$ cat src/rtl/longdiv_sequencer.sv
// rtl/longdiv_sequencer.sv - job FIFO and load/start sequencer in front of the longdivider block
// Optional abort of a stalled divide when DIV_TIMEOUT_EN is defined (adds res_to port).
module longdiv_sequencer #(
    parameter int N       = 8,
    parameter int DEPTH   = 2,
    parameter int TIMEOUT = 32
) (
    input  logic         Clock,
    input  logic         Resetn,
    input  logic         in_valid,
    output logic         in_ready,
    input  logic [N-1:0] in_a,
    input  logic [N-1:0] in_b,
    output logic         res_valid,
    input  logic         res_ready,
    output logic [N-1:0] res_q,
    output logic [N-1:0] res_r,
    output logic         res_dz,
`ifdef DIV_TIMEOUT_EN
    output logic         res_to,
`endif
    output logic         busy,
    output logic         LA,
    output logic         EB,
    output logic         s,
    output logic [N-1:0] DataA,
    output logic [N-1:0] DataB,
    input  logic         Done,
    input  logic [N-1:0] Q,
    input  logic [N-1:0] R
);
    localparam int AW = (DEPTH > 1) ? $clog2(DEPTH) : 1;

    typedef enum logic [2:0] {IDLE, LOAD, START, WAIT, OUT} state_t;
    state_t state, state_nxt;

    logic [N-1:0] mem_a [DEPTH];
    logic [N-1:0] mem_b [DEPTH];
    logic [AW-1:0] wr_ptr, rd_ptr;
    logic [AW:0]   count, count_nxt;
    logic          push, pop, empty;
    logic [N-1:0]  head_a, head_b;

    logic          res_ld;
    logic [N-1:0]  q_nxt, r_nxt;
    logic          dz_nxt;
`ifdef DIV_TIMEOUT_EN
    localparam int TW = $clog2(TIMEOUT + 1);
    logic [TW-1:0] to_cnt;
    logic          to_nxt;
`endif

    assign push   = in_valid & in_ready;
    assign empty  = (count == '0);
    assign head_a = mem_a[rd_ptr];
    assign head_b = mem_b[rd_ptr];

    always_comb begin
        count_nxt = count;
        case ({push, pop})
            2'b10:   count_nxt = count + {{AW{1'b0}}, 1'b1};
            2'b01:   count_nxt = count - {{AW{1'b0}}, 1'b1};
            default: count_nxt = count;
        endcase
    end

    always_ff @(posedge Clock) begin
        if (push) begin
            mem_a[wr_ptr] <= in_a;
            mem_b[wr_ptr] <= in_b;
        end
    end

    // in_ready is registered from the next occupancy, so a full FIFO refuses even with a same-cycle pop
    always_ff @(posedge Clock) begin
        if (!Resetn) begin
            wr_ptr   <= '0;
            rd_ptr   <= '0;
            count    <= '0;
            in_ready <= 1'b1;
        end else begin
            if (push) wr_ptr <= wr_ptr + 1'b1;
            if (pop)  rd_ptr <= rd_ptr + 1'b1;
            count    <= count_nxt;
            in_ready <= (count_nxt != (AW+1)'(DEPTH));
        end
    end

    always_comb begin
        state_nxt = state;
        pop       = 1'b0;
        res_ld    = 1'b0;
        q_nxt     = '0;
        r_nxt     = '0;
        dz_nxt    = 1'b0;
`ifdef DIV_TIMEOUT_EN
        to_nxt    = 1'b0;
`endif
        case (state)
            IDLE: begin
                if (!empty) begin
                    if (head_b == '0) begin
                        pop       = 1'b1;
                        res_ld    = 1'b1;
                        q_nxt     = '1;
                        r_nxt     = head_a;
                        dz_nxt    = 1'b1;
                        state_nxt = OUT;
                    end else begin
                        state_nxt = LOAD;
                    end
                end
            end
            LOAD:  state_nxt = START;
            START: state_nxt = WAIT;
            WAIT: begin
                if (Done) begin
                    pop       = 1'b1;
                    res_ld    = 1'b1;
                    q_nxt     = Q;
                    r_nxt     = R;
                    state_nxt = OUT;
`ifdef DIV_TIMEOUT_EN
                end else if (to_cnt == TW'(TIMEOUT - 1)) begin
                    pop       = 1'b1;
                    res_ld    = 1'b1;
                    to_nxt    = 1'b1;
                    state_nxt = OUT;
`endif
                end
            end
            OUT: begin
                if (res_ready) state_nxt = IDLE;
            end
            default: state_nxt = IDLE;
        endcase
    end

    always_ff @(posedge Clock) begin
        if (!Resetn) begin
            state  <= IDLE;
            res_q  <= '0;
            res_r  <= '0;
            res_dz <= 1'b0;
            DataA  <= '0;
            DataB  <= '0;
        end else begin
            state <= state_nxt;
            if (res_ld) begin
                res_q  <= q_nxt;
                res_r  <= r_nxt;
                res_dz <= dz_nxt;
            end
            if (state == IDLE && state_nxt == LOAD) begin
                DataA <= head_a;
                DataB <= head_b;
            end
        end
    end

`ifdef DIV_TIMEOUT_EN
    always_ff @(posedge Clock) begin
        if (!Resetn) begin
            to_cnt <= '0;
            res_to <= 1'b0;
        end else begin
            if (state == START)     to_cnt <= '0;
            else if (state == WAIT) to_cnt <= to_cnt + 1'b1;
            if (res_ld) res_to <= to_nxt;
        end
    end
`endif

    assign LA        = (state == LOAD);
    assign EB        = (state == LOAD);
    assign s         = (state == START) || (state == WAIT);
    assign res_valid = (state == OUT);
    assign busy      = (state != IDLE);

endmodule

$ cat config.mk
export PLATFORM = sky130hd
export DESIGN_NAME = longdiv_sequencer
export DESIGN_NICKNAME = d
export VERILOG_FILES = /design/src/rtl/longdiv_sequencer.sv
export SDC_FILE = /design/constraint.sdc
export NUM_CORES = 1
export LEC_CHECK = 0
export CORE_MARGIN = 4
export CORE_UTILIZATION = 25
export DETAILED_ROUTE_END_ITERATION = 8
export GPL_ROUTABILITY_DRIVEN = 0
export SYNTH_ARGS = -nofsm -noshare
export SYNTH_HDL_FRONTEND = slang
export SYNTH_SLANG_ARGS = --single-unit
$ cat constraint.sdc
create_clock -name Clock -period 3.1 [get_ports Clock]
set_input_delay 0.62 -clock Clock [delete_from_list [all_inputs] [get_ports Clock]]
set_output_delay 0.62 -clock Clock [all_outputs]
set_load 0.03 [all_outputs]
# == Word-level counts from Yosys, hierarchy flattened ==
# Memories as Yosys holds them, arrays and structs flattened. A register that Yosys moved wholly into a read port is not among the register bits.
# Cells that the tools add are included.
# classes
n_bitwise,1
n_mux,25
n_addsub,4
eq_ne,8
reduce_logical,6
# op_table
operator,count
2-to-1 mux 8 bit,6
case mux 8 bit (2 select lines),2
case mux 3 bit (5 select lines),1
2-to-1 mux 3 bit,4
2-to-1 mux 1 bit,10
zero test 8 bit,1
"equality test 3 x 1 -> 1 bit, second input constant",2
"equality test 3 x 2 -> 1 bit, second input constant",2
case mux 2 bit (2 select lines),1
"equality test 3 bit, second input constant",1
zero test 3 bit,1
nonzero test 3 bit,1
"adder 1 bit, second input constant",2
"adder 2 x 1 -> 2 bit, second input constant",1
"equality test 2 x 1 -> 1 bit, second input constant",1
"equality test 2 bit, second input constant",1
zero test 2 bit,1
"!= test 2 bit, second input constant",1
case mux 1 bit (2 select lines),1
"subtractor 2 x 1 -> 2 bit, second input constant",1
AND 1 bit,1
logical AND 1 bit,1
logical OR 1 bit,1
# word_totals
inputBits,37
mem_count,2
output_inout_bits,39
regBits,41
ram_bits,32
word_cells,56
# mem_list
name,words,word_bits,rd,rd_ports_with_merged_regs,write_ports,line,source
mem_a,2,8,1,1,1,37,logic [N-1:0] mem_a [DEPTH];
mem_b,2,8,1,1,1,38,logic [N-1:0] mem_b [DEPTH];

# == Longest topological paths before layout ==
# Gate-level depths: netlist of the first run.
# logic_depth
word_depth,7
depth_mapped,11

# == Least setup slack after synthesis of the first run ==
# No wires, ideal clock.
# synth_timing
kind,register -> register
startpoint,mem mem_b[0][4]
endpoint,reg in_ready
path_slack_ns,0.616
arrival_ns,2.364
synth_period_minus_slack_ns,2.484
path_buffers,1
path_stages_with_launch,10
setup_time_ns,0.119
path_cell_list,edfxtp_1 -> or4_1 -> nor3_2 -> o21ai_1 -> clkbuf_1 -> nand2_1 -> ha_1 -> or3_1 -> a21oi_1 -> nand2_1
# synth_rtl
item,line,source
start: declaration,38,
end signal: assignment,85,in_ready <= (count_nxt != (AW+1)'(DEPTH));
end: declaration,11,"output logic in_ready,"

# == Final worst setup path of the first run ==
# layout_timing
startpoint,reg state[1]
endpoint,out busy
# layout_via
elab_chain_len,1
# layout_lines
item,line,source
start: declaration,35,"state_t state, state_nxt;"
start signal: assignment,148,state <= state_nxt;
nonzero test 3 bit,178,assign busy = (state != IDLE);
end: declaration,22,"output logic busy,"
# Every way passes these cells.

==> results of run 1 <==
sequential cells by signal, summed over array words and instances, names as in the netlist, named ones only:
name and cells:
res_q 8, DataB 8, mem_b 16, in_ready 1, wr_ptr 1, state 3
res_r 8, res_dz 1, mem_a 16, DataA 8, rd_ptr 1, count 2
how the worst max path moves through the flow:
stage / from / end / slack (ns) / cells after the start
after global placement: Done / in_ready$_SDFF_PN1_ / 0.75 / 7
final: state[1]$_SDFF_PN0_ / busy / 0.63 / 2
after floorplan: mem_b[0][4]$_DFFE_PP_ / in_ready$_SDFF_PN1_ / 0.62 / 9
after detailed placement: mem_b[0][4]$_DFFE_PP_ / in_ready$_SDFF_PN1_ / 0.63 / 8
after global routing: mem_b[0][4]$_DFFE_PP_ / in_ready$_SDFF_PN1_ / 0.48 / 8
after CTS: state[1]$_SDFF_PN0_ / busy / 0.60 / 2
metrics by stage:
step,setup slack [ns],cells,utilization [%]
finish,0.629,471,35.9
detailed placement,0.634,455,33.4
CTS,0.597,471,35.9
floorplan,0.616,248,-
global placement,0.747,455,33.4
global route,0.475,471,35.9
cell families (layout without fill, tap and decap cells):
family          after synthesis  in the layout  share of synthesized area, %
fa+ha+maj                     1              1                         0.433
flops                        74             74                          62.3
xor+xnor                      3              3                         0.909
mux                          24             24                          8.65
simple gates                 90             90                          15.7
compound gates               37             37                          8.96
buf+inv                      19             99                          3.07
layout make-up:
cell class / count / area, um^2
Inverter: 1 / 3.75
Sequential cell: 74 / 1800
Clock buffer: 10 / 250
Timing Repair Buffer: 82 / 803
Tap cell: 143 / 179
Fill cell: 1134 / 7290
Multi-Input combinational cell: 155 / 1000
Clock inverter: 6 / 37.5
power by group through the flow:
stage / sequential [uW] / combinational (uW) / clock [uW]
floorplan: 1270 / 239 / 0
global placement: 1190 / 529 / 0
detailed placement: 1190 / 534 / 0
CTS: 1170 / 536 / 1010
global route: 1180 / 568 / 1050
finish: 1170 / 525 / 980
worst max-delay path: cells and delay by family (launching register included):
| kind | cells | cell delay (ns) |
|---|---|---|
| DFF | 1 | 0.36 |
| and+or+nand+nor | 1 | 0.52 |
| buffers and inverters | 1 | 0.66 |
placed cells by master, fill, tap and decap left out, types with 3 or more instances in the layout:
cell type / count
nor4_1: 3
a31oi_1: 9
mux2i_1: 16
nand3_1: 9
a211oi_2: 3
dfxtp_1: 42
mux2_2: 8
clkbuf_16: 10
a211oi_1: 5
nor2_1: 12
nand4_1: 8
nand2_1: 38
nor2_2: 3
o21ai_0: 4
clkdlybuf4s50_1: 75
a21oi_1: 5
edfxtp_1: 32
and3_1: 3
o211ai_1: 8
buf_4: 7
synth_stat cells (2+ instances only):
cell type | number | area [um^2]
buf_4 | 2 | 15.0
nor2_1 | 12 | 45.0
or4_1 | 2 | 15.0
mux2i_1 | 16 | 160
dfxtp_1 | 42 | 841
a21oi_1 | 5 | 25.0
nand4_1 | 8 | 50.1
nor2_2 | 3 | 18.8
buf_2 | 2 | 10.0
o21ai_0 | 4 | 20.0
mux2_2 | 8 | 90.1
a211oi_1 | 5 | 37.5
and3_1 | 3 | 18.8
a31oi_1 | 9 | 56.3
nand3_1 | 9 | 45.0
nor3_1 | 2 | 10.0
edfxtp_1 | 32 | 961
a211oi_2 | 3 | 37.5
nand2_1 | 38 | 143
xor2_1 | 2 | 17.5
clkbuf_1 | 13 | 48.8
o211ai_1 | 8 | 60.1
or3_1 | 2 | 12.5
nor4_1 | 3 | 18.8
per-layer routing:
layer  wire (um)  share of wire, %  up-vias  global-route usage, %
met3         477               6.9        4                   3.81
met2        3240                47       62                   16.6
met5           0                 0        -                      0
li1            -                 -     1061                      -
met1        3190                46      959                   13.9
met4          43              0.62        0                   3.29
==> results.toml, run 1 <==
[run_status]
status = "completed"

[clocking]
cts-root-buf = "clkbuf_16"
cts_tree = "built"
cts_inserted_buffers = 9
cts_hold_buf = 0
clk_latency_ns = 0.32
cts-resized-gates = 0
cts.sinks = 74
cts_buffer_depth = 2
htreeDepth = 3
post_cts_buffers = 0
clk_pin_slew_ns = 0.06

[hold_path]
hold-path-cell-count = 2
holdCritStartpoint = "res_dz$_SDFFE_PN0P_"
worst_hold_path.endpoint = "res_dz$_SDFFE_PN0P_"
holdCritPathClass = "reg -> reg"

[synth]
synthArstFlopShare_pct = 0
ys_warn_count = 0
synth_area_um2 = 2890
synth_cells = 248
synth_cell_type_count = 39
synth.avg_cell_area_um2 = 11.7
synth-edff-count = 32
yosysSeqAreaShare_pct = 62.3
synth_fp_nets = 286
ys_ff_latch = 74
synth_flop_cell = "dfxtp_1"

[critical_path]
cp_data_required_time_ns = 2.48
cp-start-kind = "register"
crit_chain = "or3_1 -> clkdlybuf4s50_1"
r2r-end = "in_ready$_SDFF_PN1_"
cp_max_fo = 8
slowest_stage = "clkdlybuf4s50_1"
endpoint_kind = "output port"
path_class = "reg -> out"
rrSetupSlack_ns = 0.66
r2r_cells = 8
arrival_ns = 1.85
timing.rr.start = "mem_b[0][4]$_DFFE_PP_"
max_stage_delay_ns = 0.66

[routing]
viasPerCell = 4.43
final_antenna_net_count = 0
dr.first_iter.drc_count = 95
vias = 2086
drc = 0
wl_per_cell_um = 14.7
routed_wl_um = 6950
first_pass_iters = 4

[grt]
antenna_found_initial = 0
grt_pass1_vias = 2073
grt_usage_pct = 10.7
grt_pass1_wl_um = 10800
grt_max_degree = 35
gr-total-overflow = 0

[power_and_ir_drop]
pwr-share-clk_pct = 36.7
p_leak_uw = 0.00138
ir_drop_v = 0.000266
total_power_uw = 2670
powerDensity_nw_per_um2 = 655
comb_power_share_pct = 19.6
switching_share_pct = 27.7
pwr-share-seq_pct = 43.7
p_sw_uw = 740
p_int_uw = 1930

[floorplanning]
io_pins = 76
die_area_um2 = 13400
rows = 39
start_util_pct = 25.4
die_h_um = 116
core_area_um2 = 11400
chipWidth_um = 116

[timing]
post-route-period-util_pct = 79.7
hold-worst-slack_ns = 0.462
tns_ns = 0
relSlewSlack_pct = 42.9
finalHoldViolCount = 0
fmax_mhz = 405
fin_skew_ns = 0.00838
final-setup-viol-count = 0
worst_pin_slew_ns = 0.855
rsz0062_at_grt = "false"
drv_slew = 0
period_minus_slack_ns = 2.47

[layout]
layout-drive-gt1-share_pct = 11.9
fin_area_um2 = 4080
syn2layout_area_growth_pct = 41.1
num_antenna_cells = 0
nets = 361

[job]
cap_violations = 0

[place]
post-dp-hpwl_um = 4960
io_buffers = 75
place_area_um2 = 3790
(Power assumes the default switching activity.)
==> inputs of run 2 (changes only) <==
Clock period 3.1 ns to 2.5 ns, I/O delays scaled along.
==> results.toml, run 2 (synthesized netlist as in run 1, its figures left out) <==
[layout]
final_common_cell = "clkdlybuf4s50_1"
nets = 368
layout-drive-gt1-share_pct = 14.0
fill_cells = 1121
syn2layout_area_growth_pct = 43.4
fin_area_um2 = 4150
reg_top3 = "mem_a x16, mem_b x16"
num_antenna_cells = 0
final_cell_mix = "75 x clkdlybuf4s50_1, 42 x dfxtp_1, 38 x nand2_1"

[grt]
grt_pass1_vias = 2130
grt_max_degree = 35
grt_usage_pct = 11.4
antenna_found_initial = 0
grt_pass1_wl_um = 11400
gr-total-overflow = 0

[clocking]
htreeDepth = 3
cts.sinks = 74
clk_pin_slew_ns = 0.05
cts_buffer_depth = 2
cts_inserted_buffers = 9
clk_latency_ns = 0.33
post_cts_buffers = 0
cts_tree = "built"
cts-root-buf = "clkbuf_16"

[routing]
vias = 2116
first_pass_iters = 4
drc = 0
dr.first_iter.drc_count = 116
wl_per_cell_um = 15.0
final_antenna_net_count = 0
viasPerCell = 4.43
routed_wl_um = 7190

[timing]
period_minus_slack_ns = 2.39
fmax_mhz = 419
post-route-period-util_pct = 95.5
tns_ns = 0
final-setup-viol-count = 0
relSlewSlack_pct = 42.7
finalHoldViolCount = 0
fin_skew_ns = 0.0110
worst_pin_slew_ns = 0.853
rsz0062_at_grt = "false"
drv_slew = 0

[floorplanning]
chipWidth_um = 116
die_area_um2 = 13400
io_pins = 76
rows = 39
core_area_um2 = 11400
start_util_pct = 25.4
die_h_um = 116

[critical_path]
cp_max_fo = 8
endpoint_kind = "output port"
cp-start-kind = "register"
r2r-end = "DataB[1]$_SDFFE_PN0P_"
cp_data_required_time_ns = 2.00
rrSetupSlack_ns = 0.16
timing.rr.start = "state[0]$_SDFF_PN0_"
arrival_ns = 1.89
path_class = "reg -> out"
r2r_cells = 5

[job]
cap_violations = 0

[power_and_ir_drop]
p_int_uw = 2450
switching_share_pct = 27.4
ir_drop_v = 0.000393
pwr-share-clk_pct = 37.2
p_leak_uw = 0.00142
powerDensity_nw_per_um2 = 815
comb_power_share_pct = 19.9
p_sw_uw = 925
pwr-share-seq_pct = 42.8

[hold_path]
worst_hold_path.endpoint = "DataA[3]$_SDFFE_PN0P_"
holdCritPathClass = "reg -> reg"
holdCritStartpoint = "DataA[3]$_SDFFE_PN0P_"
hold-path-cell-count = 2

[place]
post-dp-hpwl_um = 5220
place_area_um2 = 3840
io_buffers = 75

[run_status]
status = "completed"
[run 2: changes by cell type in the layout (fill, tap and decap cells not counted), sizes merged]
cell and change:
buf +7, bufinv +1, inv -1
[run 2: metal layers]
metal	vias to the layer above	global-route usage (%)	routed length [um]
li1	1070	-	-
met1	984	14.0	3110
met2	55	17.8	3510
met3	7	4.02	482
met4	0	5.40	91
met5	-	0	0
[run 2: cell type report]
class / count / area (um^2) / share of cell area, %
clock buffer: 10 / 229 / 5.52
clock inverter: 6 / 67.6 / 1.63
inverter: 1 / 3.75 / 0.0905
multi-input combinational: 155 / 1010 / 24.4
sequential: 74 / 1800 / 43.4
tap: 143 / 179 / 4.31
timing repair buffer: 89 / 856 / 20.6
[run 2: worst max-delay path by stage]
| stage | from | to | slack, ns | cells after the start |
|---|---|---|---|---|
| finish | state[0]$_SDFF_PN0_ | busy | 0.11 | 3 |
| global route | state[0]$_SDFF_PN0_ | DataB[1]$_SDFFE_PN0P_ | 0.01 | 5 |
| CTS | state[0]$_SDFF_PN0_ | busy | 0.09 | 3 |
| detailed placement | mem_b[0][5]$_DFFE_PP_ | in_ready$_SDFF_PN1_ | 0.16 | 8 |
| global placement | mem_b[1][0]$_DFFE_PP_ | in_ready$_SDFF_PN1_ | 0.21 | 8 |
| floorplan | mem_b[0][4]$_DFFE_PP_ | in_ready$_SDFF_PN1_ | 0.02 | 9 |
[run 2: timing repair]
action | CTS | global route
hold buffers | 0 | 0
endpoints found under the setup margin | 0 | 1
resized for setup | 0 | 1
[run 2: metrics by stage]
step                hold WS, ns  power (uW)  worst slack [ns]  utilization, %  std cells
floorplan                 0.471        1870            0.0163               -        248
detailed placement        0.450        2150             0.156            33.8        462
CTS                       0.461        3420            0.0855            36.4        478
global placement          0.444        2140             0.208            33.8        462
finish                    0.459        3380             0.114            36.5        478
global route              0.475        3530            0.0125            36.5        478
[run 2: power groups by stage]
stage / combinational (uW) / sequential, uW / clock [uW]
2_1_floorplan: 297 / 1570 / 0
3_3_place_gp: 673 / 1470 / 0
3_5_place_dp: 679 / 1470 / 0
4_1_cts: 684 / 1450 / 1290
5_1_grt: 723 / 1460 / 1340
6_report: 673 / 1450 / 1260
[run 2: critical path, cell delays in order, from the launching register on]
cell and delay (ns):
dfxtp_1 0.35, or3_1 0.43, buf_4 0.18, clkdlybuf4s50_1 0.59
